$ cat src/rtl/fb_read_scheduler_pkg.sv
// Shared frame-buffer types: bus widths, pixel layout and arbiter grant codes.
package hdmi_fb_pkg;

  localparam int ADDR_W    = 21;
  localparam int DATA_W    = 24;
  localparam int FRAME_PIX = 307200;

  typedef struct packed {
    logic [7:0] r;
    logic [7:0] g;
    logic [7:0] b;
  } pixel_t;

  typedef enum logic [1:0] {
    GNT_NONE = 2'd0,
    GNT_DISP = 2'd1,
    GNT_CAM0 = 2'd2,
    GNT_CAM1 = 2'd3
  } gnt_e;

  // Scan-out address sequence wraps at the last pixel of the frame.
  function automatic logic [ADDR_W-1:0] next_rd_addr(input logic [ADDR_W-1:0] a);
    return (a == ADDR_W'(FRAME_PIX - 1)) ? '0 : a + ADDR_W'(1);
  endfunction

endpackage

$ cat src/rtl/fb_read_scheduler_if.sv
// Display, camera-write and frame-buffer RAM signals of the read scheduler.
interface fb_read_scheduler_if
  import hdmi_fb_pkg::*;
();

  logic              disp_frame_start;
  logic              disp_pop;
  logic [DATA_W-1:0] disp_pixel;
  logic              disp_underflow;

  logic              cam0_valid;
  logic [ADDR_W-1:0] cam0_addr;
  logic [DATA_W-1:0] cam0_data;
  logic              cam0_ready;
  logic              cam1_valid;
  logic [ADDR_W-1:0] cam1_addr;
  logic [DATA_W-1:0] cam1_data;
  logic              cam1_ready;

  logic              mem_en;
  logic              mem_we;
  logic [ADDR_W-1:0] mem_addr;
  logic [DATA_W-1:0] mem_wdata;
  logic [DATA_W-1:0] mem_rdata;

  modport master (
    output disp_frame_start, disp_pop,
    output cam0_valid, cam0_addr, cam0_data, cam1_valid, cam1_addr, cam1_data,
    output mem_rdata,
    input  disp_pixel, disp_underflow, cam0_ready, cam1_ready,
    input  mem_en, mem_we, mem_addr, mem_wdata
  );

  modport slave (
    input  disp_frame_start, disp_pop,
    input  cam0_valid, cam0_addr, cam0_data, cam1_valid, cam1_addr, cam1_data,
    input  mem_rdata,
    output disp_pixel, disp_underflow, cam0_ready, cam1_ready,
    output mem_en, mem_we, mem_addr, mem_wdata
  );

endinterface

$ cat src/rtl/fb_read_scheduler_pixel_fifo.sv
// Prefetch pixel FIFO: flush, push/pop, registered head output and fill count.
module pixel_fifo
  import hdmi_fb_pkg::*;
#(
  parameter int DEPTH = 16,
  parameter int CW    = $clog2(DEPTH) + 1
) (
  input  logic          clk_low,
  input  logic          reset,
  input  logic          flush,
  input  logic          push,
  input  pixel_t        push_data,
  input  logic          pop,
  output pixel_t        head_q,
  output logic [CW-1:0] count_q,
  output logic          empty
);

  localparam int AW = $clog2(DEPTH);

  pixel_t        store_q [DEPTH];
  pixel_t        head_d;
  logic [AW-1:0] wr_ptr_q, wr_ptr_d, rd_ptr_q, rd_ptr_d;
  logic [CW-1:0] count_d;
  logic          do_push, do_pop;

  assign empty = (count_q == '0);

  // Pointer/count update; a pop on empty presents a zero pixel.
  always_comb begin
    do_pop  = pop && !empty && !flush;
    do_push = push && !flush && ((count_q != CW'(DEPTH)) || do_pop);
    head_d  = head_q;
    if (pop && !flush) head_d = empty ? '0 : store_q[rd_ptr_q];
    wr_ptr_d = flush ? '0 : wr_ptr_q + AW'(do_push);
    rd_ptr_d = flush ? '0 : rd_ptr_q + AW'(do_pop);
    count_d  = flush ? '0 : count_q + CW'(do_push) - CW'(do_pop);
  end

  // Storage array; contents need no reset since count gates every read.
  always_ff @(posedge clk_low) begin
    if (do_push) store_q[wr_ptr_q] <= push_data;
  end

  // Control and output registers.
  always_ff @(posedge clk_low) begin
    if (reset) begin
      wr_ptr_q <= '0;
      rd_ptr_q <= '0;
      count_q  <= '0;
      head_q   <= '0;
    end else begin
      wr_ptr_q <= wr_ptr_d;
      rd_ptr_q <= rd_ptr_d;
      count_q  <= count_d;
      head_q   <= head_d;
    end
  end

endmodule

$ cat src/rtl/fb_read_scheduler.sv
// Shares the single-port frame buffer between display prefetch and two camera writers.
module fb_read_scheduler
  import hdmi_fb_pkg::*;
#(
  parameter int FIFO_DEPTH = 16,
  parameter int LOW_WATER  = 8,
  parameter int MEM_LAT    = 2
) (
  input logic                clk_low,
  input logic                reset,
  fb_read_scheduler_if.slave bus
);

  localparam int CW  = $clog2(FIFO_DEPTH) + 1;
  localparam int CW1 = CW + 1;
  localparam logic [CW:0] LOW_LVL  = CW1'(LOW_WATER);
  localparam logic [CW:0] FULL_LVL = CW1'(FIFO_DEPTH);

  gnt_e              gnt;
  logic              frame_start, issue_rd, ret_live, fifo_pop, fifo_empty;
  logic [CW-1:0]     fill, fill_eff, infl_eff, inflight_q, inflight_d;
  logic [CW:0]       credit;
  logic              rr_q, rr_d;       // 0: cam0 wins the next tie, 1: cam1
  logic [ADDR_W-1:0] rd_addr_q, rd_addr_d, rd_base;
  logic              mem_en_q, mem_en_d, mem_we_q, mem_we_d;
  logic [ADDR_W-1:0] mem_addr_q, mem_addr_d;
  logic [DATA_W-1:0] mem_wdata_q, mem_wdata_d;
  // Stage 0 is the RAM strobe cycle; stage MEM_LAT carries the read data.
  logic [MEM_LAT:0]  vld_q, vld_d, drop_q, drop_d;
  logic              uf_q, uf_d;
  pixel_t            head;

  assign frame_start = bus.disp_frame_start;

  // Arbitration: urgent display read, then camera round-robin, then prefetch fill.
  always_comb begin
    fill_eff = frame_start ? '0 : fill;
    infl_eff = frame_start ? '0 : inflight_q;
    credit   = {1'b0, fill_eff} + {1'b0, infl_eff};
    gnt      = GNT_NONE;
    if (reset)                                     gnt = GNT_NONE;
    else if (credit < LOW_LVL)                     gnt = GNT_DISP;
    else if (bus.cam0_valid && bus.cam1_valid)     gnt = rr_q ? GNT_CAM1 : GNT_CAM0;
    else if (bus.cam0_valid)                       gnt = GNT_CAM0;
    else if (bus.cam1_valid)                       gnt = GNT_CAM1;
    else if (credit < FULL_LVL)                    gnt = GNT_DISP;
  end

  assign bus.cam0_ready = (gnt == GNT_CAM0);
  assign bus.cam1_ready = (gnt == GNT_CAM1);

  // Next-state for RAM command, read address, credits and the return pipeline.
  always_comb begin
    issue_rd  = (gnt == GNT_DISP);
    rd_base   = frame_start ? '0 : rd_addr_q;
    rd_addr_d = issue_rd ? next_rd_addr(rd_base) : rd_base;
    rr_d      = rr_q;
    if (gnt == GNT_CAM0)      rr_d = 1'b1;
    else if (gnt == GNT_CAM1) rr_d = 1'b0;
    mem_en_d    = (gnt != GNT_NONE);
    mem_we_d    = (gnt == GNT_CAM0) || (gnt == GNT_CAM1);
    mem_addr_d  = '0;
    mem_wdata_d = '0;
    case (gnt)
      GNT_DISP: mem_addr_d = rd_base;
      GNT_CAM0: begin mem_addr_d = bus.cam0_addr; mem_wdata_d = bus.cam0_data; end
      GNT_CAM1: begin mem_addr_d = bus.cam1_addr; mem_wdata_d = bus.cam1_data; end
      default:  ;
    endcase
    // Reads already in the pipe at a frame start belong to the old frame.
    vld_d      = {vld_q[MEM_LAT-1:0], issue_rd};
    drop_d     = {drop_q[MEM_LAT-1:0] | {MEM_LAT{frame_start}}, 1'b0};
    ret_live   = vld_q[MEM_LAT] && !drop_q[MEM_LAT];
    inflight_d = (frame_start ? '0 : inflight_q - CW'(ret_live)) + CW'(issue_rd);
    fifo_pop   = bus.disp_pop && !frame_start;
    uf_d       = fifo_pop && fifo_empty;
  end

  pixel_fifo #(
    .DEPTH (FIFO_DEPTH),
    .CW    (CW)
  ) u_fifo (
    .clk_low   (clk_low),
    .reset     (reset),
    .flush     (frame_start),
    .push      (ret_live),
    .push_data (bus.mem_rdata),
    .pop       (fifo_pop),
    .head_q    (head),
    .count_q   (fill),
    .empty     (fifo_empty)
  );

  assign bus.disp_pixel     = head;
  assign bus.disp_underflow = uf_q;
  assign bus.mem_en         = mem_en_q;
  assign bus.mem_we         = mem_we_q;
  assign bus.mem_addr       = mem_addr_q;
  assign bus.mem_wdata      = mem_wdata_q;

  // State registers; reset also forgets any reads still in flight.
  always_ff @(posedge clk_low) begin
    if (reset) begin
      rd_addr_q   <= '0;
      inflight_q  <= '0;
      rr_q        <= 1'b0;
      mem_en_q    <= 1'b0;
      mem_we_q    <= 1'b0;
      mem_addr_q  <= '0;
      mem_wdata_q <= '0;
      vld_q       <= '0;
      drop_q      <= '0;
      uf_q        <= 1'b0;
    end else begin
      rd_addr_q   <= rd_addr_d;
      inflight_q  <= inflight_d;
      rr_q        <= rr_d;
      mem_en_q    <= mem_en_d;
      mem_we_q    <= mem_we_d;
      mem_addr_q  <= mem_addr_d;
      mem_wdata_q <= mem_wdata_d;
      vld_q       <= vld_d;
      drop_q      <= drop_d;
      uf_q        <= uf_d;
    end
  end

endmodule
$ cat src/flat_wrapper.sv
// flat-port wrapper written by rule: the top's interface ports become plain ports
module fb_read_scheduler_flat import hdmi_fb_pkg::*;
#(
  parameter int FIFO_DEPTH = 16,
  parameter int LOW_WATER  = 8,
  parameter int MEM_LAT    = 2
)
  (clk_low, reset, bus_disp_frame_start, bus_disp_pop, bus_cam0_valid, bus_cam0_addr, bus_cam0_data, bus_cam1_valid, bus_cam1_addr, bus_cam1_data, bus_mem_rdata, bus_disp_pixel, bus_disp_underflow, bus_cam0_ready, bus_cam1_ready, bus_mem_en, bus_mem_we, bus_mem_addr, bus_mem_wdata);
  fb_read_scheduler_if bus_i ();
  input logic clk_low;
  input logic reset;
  input wire logic [$bits(bus_i.disp_frame_start)-1:0] bus_disp_frame_start;
  input wire logic [$bits(bus_i.disp_pop)-1:0] bus_disp_pop;
  input wire logic [$bits(bus_i.cam0_valid)-1:0] bus_cam0_valid;
  input wire logic [$bits(bus_i.cam0_addr)-1:0] bus_cam0_addr;
  input wire logic [$bits(bus_i.cam0_data)-1:0] bus_cam0_data;
  input wire logic [$bits(bus_i.cam1_valid)-1:0] bus_cam1_valid;
  input wire logic [$bits(bus_i.cam1_addr)-1:0] bus_cam1_addr;
  input wire logic [$bits(bus_i.cam1_data)-1:0] bus_cam1_data;
  input wire logic [$bits(bus_i.mem_rdata)-1:0] bus_mem_rdata;
  output wire logic [$bits(bus_i.disp_pixel)-1:0] bus_disp_pixel;
  output wire logic [$bits(bus_i.disp_underflow)-1:0] bus_disp_underflow;
  output wire logic [$bits(bus_i.cam0_ready)-1:0] bus_cam0_ready;
  output wire logic [$bits(bus_i.cam1_ready)-1:0] bus_cam1_ready;
  output wire logic [$bits(bus_i.mem_en)-1:0] bus_mem_en;
  output wire logic [$bits(bus_i.mem_we)-1:0] bus_mem_we;
  output wire logic [$bits(bus_i.mem_addr)-1:0] bus_mem_addr;
  output wire logic [$bits(bus_i.mem_wdata)-1:0] bus_mem_wdata;
  assign bus_i.disp_frame_start = bus_disp_frame_start;
  assign bus_i.disp_pop = bus_disp_pop;
  assign bus_i.cam0_valid = bus_cam0_valid;
  assign bus_i.cam0_addr = bus_cam0_addr;
  assign bus_i.cam0_data = bus_cam0_data;
  assign bus_i.cam1_valid = bus_cam1_valid;
  assign bus_i.cam1_addr = bus_cam1_addr;
  assign bus_i.cam1_data = bus_cam1_data;
  assign bus_i.mem_rdata = bus_mem_rdata;
  assign bus_disp_pixel = bus_i.disp_pixel;
  assign bus_disp_underflow = bus_i.disp_underflow;
  assign bus_cam0_ready = bus_i.cam0_ready;
  assign bus_cam1_ready = bus_i.cam1_ready;
  assign bus_mem_en = bus_i.mem_en;
  assign bus_mem_we = bus_i.mem_we;
  assign bus_mem_addr = bus_i.mem_addr;
  assign bus_mem_wdata = bus_i.mem_wdata;
  fb_read_scheduler #(.FIFO_DEPTH(FIFO_DEPTH), .LOW_WATER(LOW_WATER), .MEM_LAT(MEM_LAT)) u_core (.clk_low(clk_low), .reset(reset), .bus(bus_i));
endmodule
$ cat config.mk
export PLATFORM = sky130hd
export DESIGN_NAME = fb_read_scheduler_flat
export DESIGN_NICKNAME = d
export VERILOG_FILES = /design/src/rtl/fb_read_scheduler_pkg.sv /design/src/rtl/fb_read_scheduler_if.sv /design/src/rtl/fb_read_scheduler_pixel_fifo.sv /design/src/rtl/fb_read_scheduler.sv /design/src/flat_wrapper.sv
export SDC_FILE = /design/constraint.sdc
export NUM_CORES = 1
export LEC_CHECK = 0
export CAP_MARGIN = 20
export CORE_ASPECT_RATIO = 0.9
export CORE_MARGIN = 1
export CORE_UTILIZATION = 57
export CTS_CLUSTER_SIZE = 8
export DETAILED_ROUTE_END_ITERATION = 16
export GPL_TIMING_DRIVEN = 0
export PLACE_DENSITY = 0.78
export SYNTH_ARGS = -nofsm -noshare
export SYNTH_HDL_FRONTEND = slang
export SYNTH_SLANG_ARGS = --single-unit
$ cat constraint.sdc
create_clock -name clk_low -period 4.2 [get_ports clk_low]
set_input_delay 0.84 -clock clk_low [delete_from_list [all_inputs] [get_ports clk_low]]
set_output_delay 0.84 -clock clk_low [all_outputs]
set_load 0.1 [all_outputs]
# [After elaboration in Yosys (flattened, before gate mapping)]
# Memories as Yosys holds them, arrays and structs flattened. A register that Yosys moved wholly into a read port is not among the register bits.
# Index checks and enable logic that the tools add are counted.
# W data, S select, Z words.
[word_totals] ff_bits=118 latch_bits=0 ram_bits=384 romBits=0 inputBits=120 output_inout_bits=74 memories=1
[memory_table] memory="u_core.u_fifo.store_q" depth=16 word_bits=24 read_ports=1 rd_clocked_by_memory_dff=1 wr=1 line_no="fb_read_scheduler_pixel_fifo.sv:21" text="pixel_t store_q [DEPTH];"
[op_classes] add_sub_neg=8 multipliers=0 div=0 magnitude_cmp=2 eq_ne=5 shift=0 n_mux=21 bitwise=1 reduce_logical=18
[ops] op="$mux W21" n=3
[ops] op="$pmux W21 S3" n=1
[ops] op="$pmux W24 S2" n=1
[ops] op="$mux W24" n=1
[ops] op="$add A21 B1 Y21 const B" n=1
[ops] op="$eq A21 B19 Y1 const B" n=1
[ops] op="$mux W5" n=3
[ops] op="$add A5 B1 Y5" n=2
[ops] op="$mux W2" n=5
[ops] op="$sub A5 B1 Y5" n=2
[ops] op="$logic_and A1 B1 Y1" n=9
[ops] op="$add A4 B1 Y4" n=2
[ops] op="$add A5 B5 Y6" n=1
[ops] op="$lt A6 B4 Y1 const B" n=1
[ops] op="$lt A6 B5 Y1 const B" n=1
[ops] op="$mux W1" n=6
[ops] op="$logic_not A5 Y1" n=1
[ops] op="$ne A5 B5 Y1 const B" n=1
[ops] op="$eq A2 B2 Y1 const B" n=2
[ops] op="$mux W4" n=1
[ops] op="$reduce_bool A2 Y1" n=2
[ops] op="$logic_not A1 Y1" n=3
[ops] op="$eq A2 B1 Y1 const B" n=1
[ops] op="$logic_or A1 B1 Y1" n=2
[ops] op="other kinds (2)" n=2

# [Longest topological paths before layout]
[depth] depth_word=12 ltp_mapped=15

# [Hierarchy]
# From an unflattened synthesis, not the netlist that was laid out.
[unflattened] hier_cells=1173 hier_area_um2=20139.3
[by_module_without_submodules] mod="pixel_fifo" instances=1 cells_each=734 area_per_inst_um2=16039.1
[by_module_without_submodules] mod="fb_read_scheduler" instances=1 cells_each=439 area_per_inst_um2=4100.2

# [Worst setup path after synthesis]
# No wires, ideal clock.
[synth_path] path_type="input to output" startpoint="input bus_disp_frame_start" endpoint="output bus_cam1_ready" t_arrival_ps=4384 required_time_ps=3360 setup_slack_ps=-1024 path_stages=10 path_cell_list="clkbuf_1 > buf_1 > nor2_1 > ha_1 > or4_4 > o21ai_1 > a32oi_2 > or2_1 > buf_2 > nor2_1"
[synth_between] elab_chain_len=10 word_cells_on_any_way=12
[synth_lines] item="from (decl)" line_no="flat_wrapper.sv:12" text="input wire logic [$bits(bus_i.disp_frame_start)-1:0] bus_disp_frame_start;"
[synth_lines] item="$mux W5, on equally long branches" line_no="fb_read_scheduler.sv:37, fb_read_scheduler.sv:38"
[synth_lines] item="$add A5 B5 Y6 *" line_no="fb_read_scheduler.sv:39" text="credit = {1'b0, fill_eff} + {1'b0, infl_eff};"
[synth_lines] item="$lt A6 B5 Y1" line_no="fb_read_scheduler.sv:46" text="else if (credit < FULL_LVL) gnt = GNT_DISP;"
[synth_lines] item="$mux W1" line_no="fb_read_scheduler.sv:46"
[synth_lines] item="$mux W2" line_no="fb_read_scheduler.sv:45" text="else if (bus.cam1_valid) gnt = GNT_CAM1;"
[synth_lines] item="$mux W2" line_no="fb_read_scheduler.sv:44" text="else if (bus.cam0_valid) gnt = GNT_CAM0;"
[synth_lines] item="$mux W2" line_no="fb_read_scheduler.sv:43" text="else if (bus.cam0_valid && bus.cam1_valid) gnt = rr_q ? GNT_CAM1 : GNT_CAM0;"
[synth_lines] item="$mux W2 *" line_no="fb_read_scheduler.sv:42" text="else if (credit < LOW_LVL) gnt = GNT_DISP;"
[synth_lines] item="$mux W2 *" line_no="fb_read_scheduler.sv:41" text="if (reset) gnt = GNT_NONE;"
[synth_lines] item="$eq A2 B2 Y1 *" line_no="fb_read_scheduler.sv:50" text="assign bus.cam1_ready = (gnt == GNT_CAM1);"
[synth_lines] item="to (decl)" line_no="flat_wrapper.sv:24" text="output wire logic [$bits(bus_i.cam1_ready)-1:0] bus_cam1_ready;"
# Mark *: on every way between the ends. The rest lies on a longest branch, timed or not.

# [Worst setup path after layout]
# Same ends and word-level chain as after synthesis.

==> summary.txt <==
Outcome
  • Status: finished, final reports clean

Yosys
  • Cells after Synth: 1,165
  • Top FF cell, synth: edfxtp_1
  • Synth area leaders: edfxtp_1 (59%), mux4_2 (13%), dfxtp_1 (12%)
  • Avg Cell Area, Syn: 16.8 µm²
  • Post-synth top cells: edfxtp_1 (384), dfxtp_1 (117), mux4_2 (112)
  • Register bit count reported by yosys: 501
  • Warnings from Yosys: 0
  • EDFF count, synth: 384
  • Post-synth top area cell: edfxtp_1
  • Most frequent cell after synthesis: edfxtp_1
  • Top cell type's share of synthesized area: 58.9%
  • Cell Area, Synth: 0.0196 mm²
  • Syn nets: 1,305
  • FFs w/ async S/R, synth: 0%
  • Yosys cell types: 50
  • Sequential area share after synthesis: 70.8%

Floorplan
  • Die width: 197 µm
  • Die H: 178 µm
  • Die ar.: 0.0351 mm²
  • Initial core utilization: 57.7%
  • Core ar.: 0.0340 mm²
  • Io pins: 194
  • # rows: 64

Layout
  • Layout cell share with drive strength beyond 1: 18.9%
  • Final design area excluding fillers: 0.0248 mm²
  • Final #Nets: 1,593
  • Synth-to-Final Area Change: 26.6%

Routing
  • DR DRC count: 0
  • Via count: 11,713
  • DR vias/cell: 5.94
  • Initial drt markers: 980
  • WL/cell: 24.6 µm
  • Number of routed nets with antenna violations: 0
  • DR pass1 iterations: 5
  • Routed WL: 48,400 µm

Timing
  • Final Setup Violations: 0
  • Normalized max-slew margin: 26.3%
  • Fin crit share: 97.1%
  • Clk_skew: 0.0317 ns
  • Fmax: 245 MHz
  • Fin crit period: 4.08 ns
  • Slew Limit Fails: 0
  • Fin Setup TNS: 0 ns
  • Worst-margin pin slew: 1.10 ns
  • RSZ-0062 raised after global routing: false
  • Final hold vios: 0

Clock tree
  • CTS Sinks: 501
  • Worst-Skew Late Latency: 0.58 ns
  • Root Driver: clkbuf_16
  • Number of H-tree levels: 3
  • Total CTS buffers: 72
  • Hold buffers post-CTS: 0
  • Clock-pin slew on the worst setup and hold paths: 0.05 ns
  • CTS tree: built
  • CTS max path bufs: 3

GRT
  • Largest net degree at the start of global routing: 25
  • Global route overflow: 0
  • Tot GR Track Use: 28.1%
  • Initial antenna violation count: 2
  • First-pass GRT wire length: 70,600 µm
  • Vias in the first global route: 11,971

Power
  • Sw Pwr: 2.59 mW
  • Sw frac: 22.5%
  • Pint: 8.93 mW
  • Gate power share: 6.8%
  • Clock group share of total power: 46.2%
  • LEAKAGE: 8.11 nW
  • Total power density per cell area: 465 mW/mm²
  • Worst vdd ir: 0.000393 V
  • Flop pwr share: 47.0%

Setup path
  • Crit Path Max Fanout: 10
  • Worst Path Arrival: 3.24 ns
  • Setup crit end kind: primary output
  • Crit path kind: in2out
  • Worst Setup Start Kind: primary input
  • Required time of the worst setup path: 3.36 ns
  • Reg-to-reg slack, setup: 0.93 ns

Place
  • Gpl congestion: 0.833
  • Number of port buffers: 192
  • DP HPWL: 30,400 µm
  • Post-Place Cell Area: 0.0226 mm²

Run
  • Max-cap violations: 0

Worst hold path
  • Hold Crit Class: reg2reg
[sequential cells by signal, summed over array words and instances, names as in the netlist]
name                       cells
u_core.bus.mem_addr           21
u_core.u_fifo.store_q        384
u_core.drop_q                  2
u_core.inflight_q              5
u_core.bus.mem_wdata          24
u_core.rd_addr_q              21
u_core.u_fifo.count_q          5
u_core.vld_q                   3
u_core.rr_q                    1
u_core.bus.mem_we              1
u_core.bus.disp_underflow      1
u_core.bus.mem_en              1
u_core.u_fifo.wr_ptr_q         4
u_core.u_fifo.rd_ptr_q         4
u_core.u_fifo.head_q          24
[layout make-up]
class	count	area [µm²]
clock inverters	7	130
fillers	2037	9160
plain buffers	57	278
flip-flops and latches	501	13900
inverters	36	135
repair buffers	215	2320
well taps	462	578
diodes	2	5.00
clock buffers	121	2000
multi-input cells	570	5480
[critical path, stage by stage]
cell      delay (ns)
buf_2           0.17
clkbuf_8        0.17
buf_6           0.13
nor2_1          0.06
ha_1            0.32
or4_4           0.57
o21ai_4         0.17
a32oi_4         0.07
or2_4           0.26
buf_4           0.18
nor2_4          0.13
buf_12          0.18
[cell families (layout without fill, tap and decap cells)]
family	Yosys count	after routing	share of synthesized area (%)
flops	501	501	70.8
simple gates	271	271	6.71
mux	156	156	15.2
compound gates	94	94	2.70
buf+inv	94	436	2.00
xor+xnor	29	29	1.30
fa+ha+maj	20	20	1.32
other cells	0	2	0
[worst paths after layout]
kind | from | endpoint | cells after the start
worst max-delay path | bus_disp_frame_start | bus_cam1_ready | 12
worst min register to register | u_core.u_fifo.head_q[12] | u_core.u_fifo.head_q[12] | 2
worst max register to register | u_core.u_fifo.count_q[3] | u_core.inflight_q[4] | 14
worst min-delay path | u_core.u_fifo.head_q[12] | u_core.u_fifo.head_q[12] | 2
[power groups by stage]
stage	combinational (mW)	clock [mW]	sequential [mW]
after floorplan	0.263	0	5.71
after global placement	0.749	0	5.50
after detailed placement	0.769	0	5.51
after CTS	0.788	5.39	5.41
after global routing	0.833	5.59	5.41
final	0.786	5.32	5.41
[cell usage in the layout, fill, tap and decap left out, types with 3 or more instances in the layout]
cell,Yosys,final
xor2_1,9,9
nor2b_1,15,14
nor3b_1,10,10
buf_6,0,8
buf_2,16,16
clkdlybuf4s50_1,0,189
a21oi_1,32,31
nor3_1,13,8
and2_1,6,6
nand2_1,68,68
inv_1,34,34
o21ai_1,37,36
nand2b_1,5,5
nor3_2,0,5
edfxtp_1,384,384
clkbuf_16,0,72
nand4_1,9,9
mux2_2,8,8
mux2i_1,36,36
mux4_2,112,112
nor2_4,0,13
ha_1,19,19
a22oi_1,3,3
dfxtp_1,117,117
nor4_1,5,5
and3_1,8,8
buf_16,0,9
buf_4,5,13
nand3_1,15,15
clkbuf_1,34,79
nor2_1,96,83
o21ai_0,12,12
xnor2_1,20,20
or3_1,5,5
[what timing repair did]
item,4_1_cts,5_1_grt
setup endpoints to repair,3,2
gates resized for setup,28,4
pin swaps,4,1
buffers inserted,5,0
[per-stage QoR]
step | power (mW) | utilization (%) | hold slack [ns] | cells | setup WS [ns]
2_1_floorplan | 5.97 | - | 0.411 | 1165 | 0.00137
3_3_place_gp | 6.25 | 65.1 | 0.421 | 1819 | -1.74
3_5_place_dp | 6.27 | 66.5 | 0.439 | 1836 | -1.78
4_1_cts | 11.6 | 73.0 | 0.450 | 1968 | 0.0131
5_1_grt | 11.8 | 73.0 | 0.468 | 1971 | 0.0251
6_report | 11.5 | 73.0 | 0.447 | 1971 | 0.120
[metal layers]
metal,up-vias,global-route usage [%],share of wire [%]
li1,5067,-,-
met1,5850,35.5,38
met2,661,46.1,49
met3,133,6.25,8.7
met4,2,13.7,3.9
met5,-,1.14,0.10
Note: power is estimated with default switching activity, not from simulation.
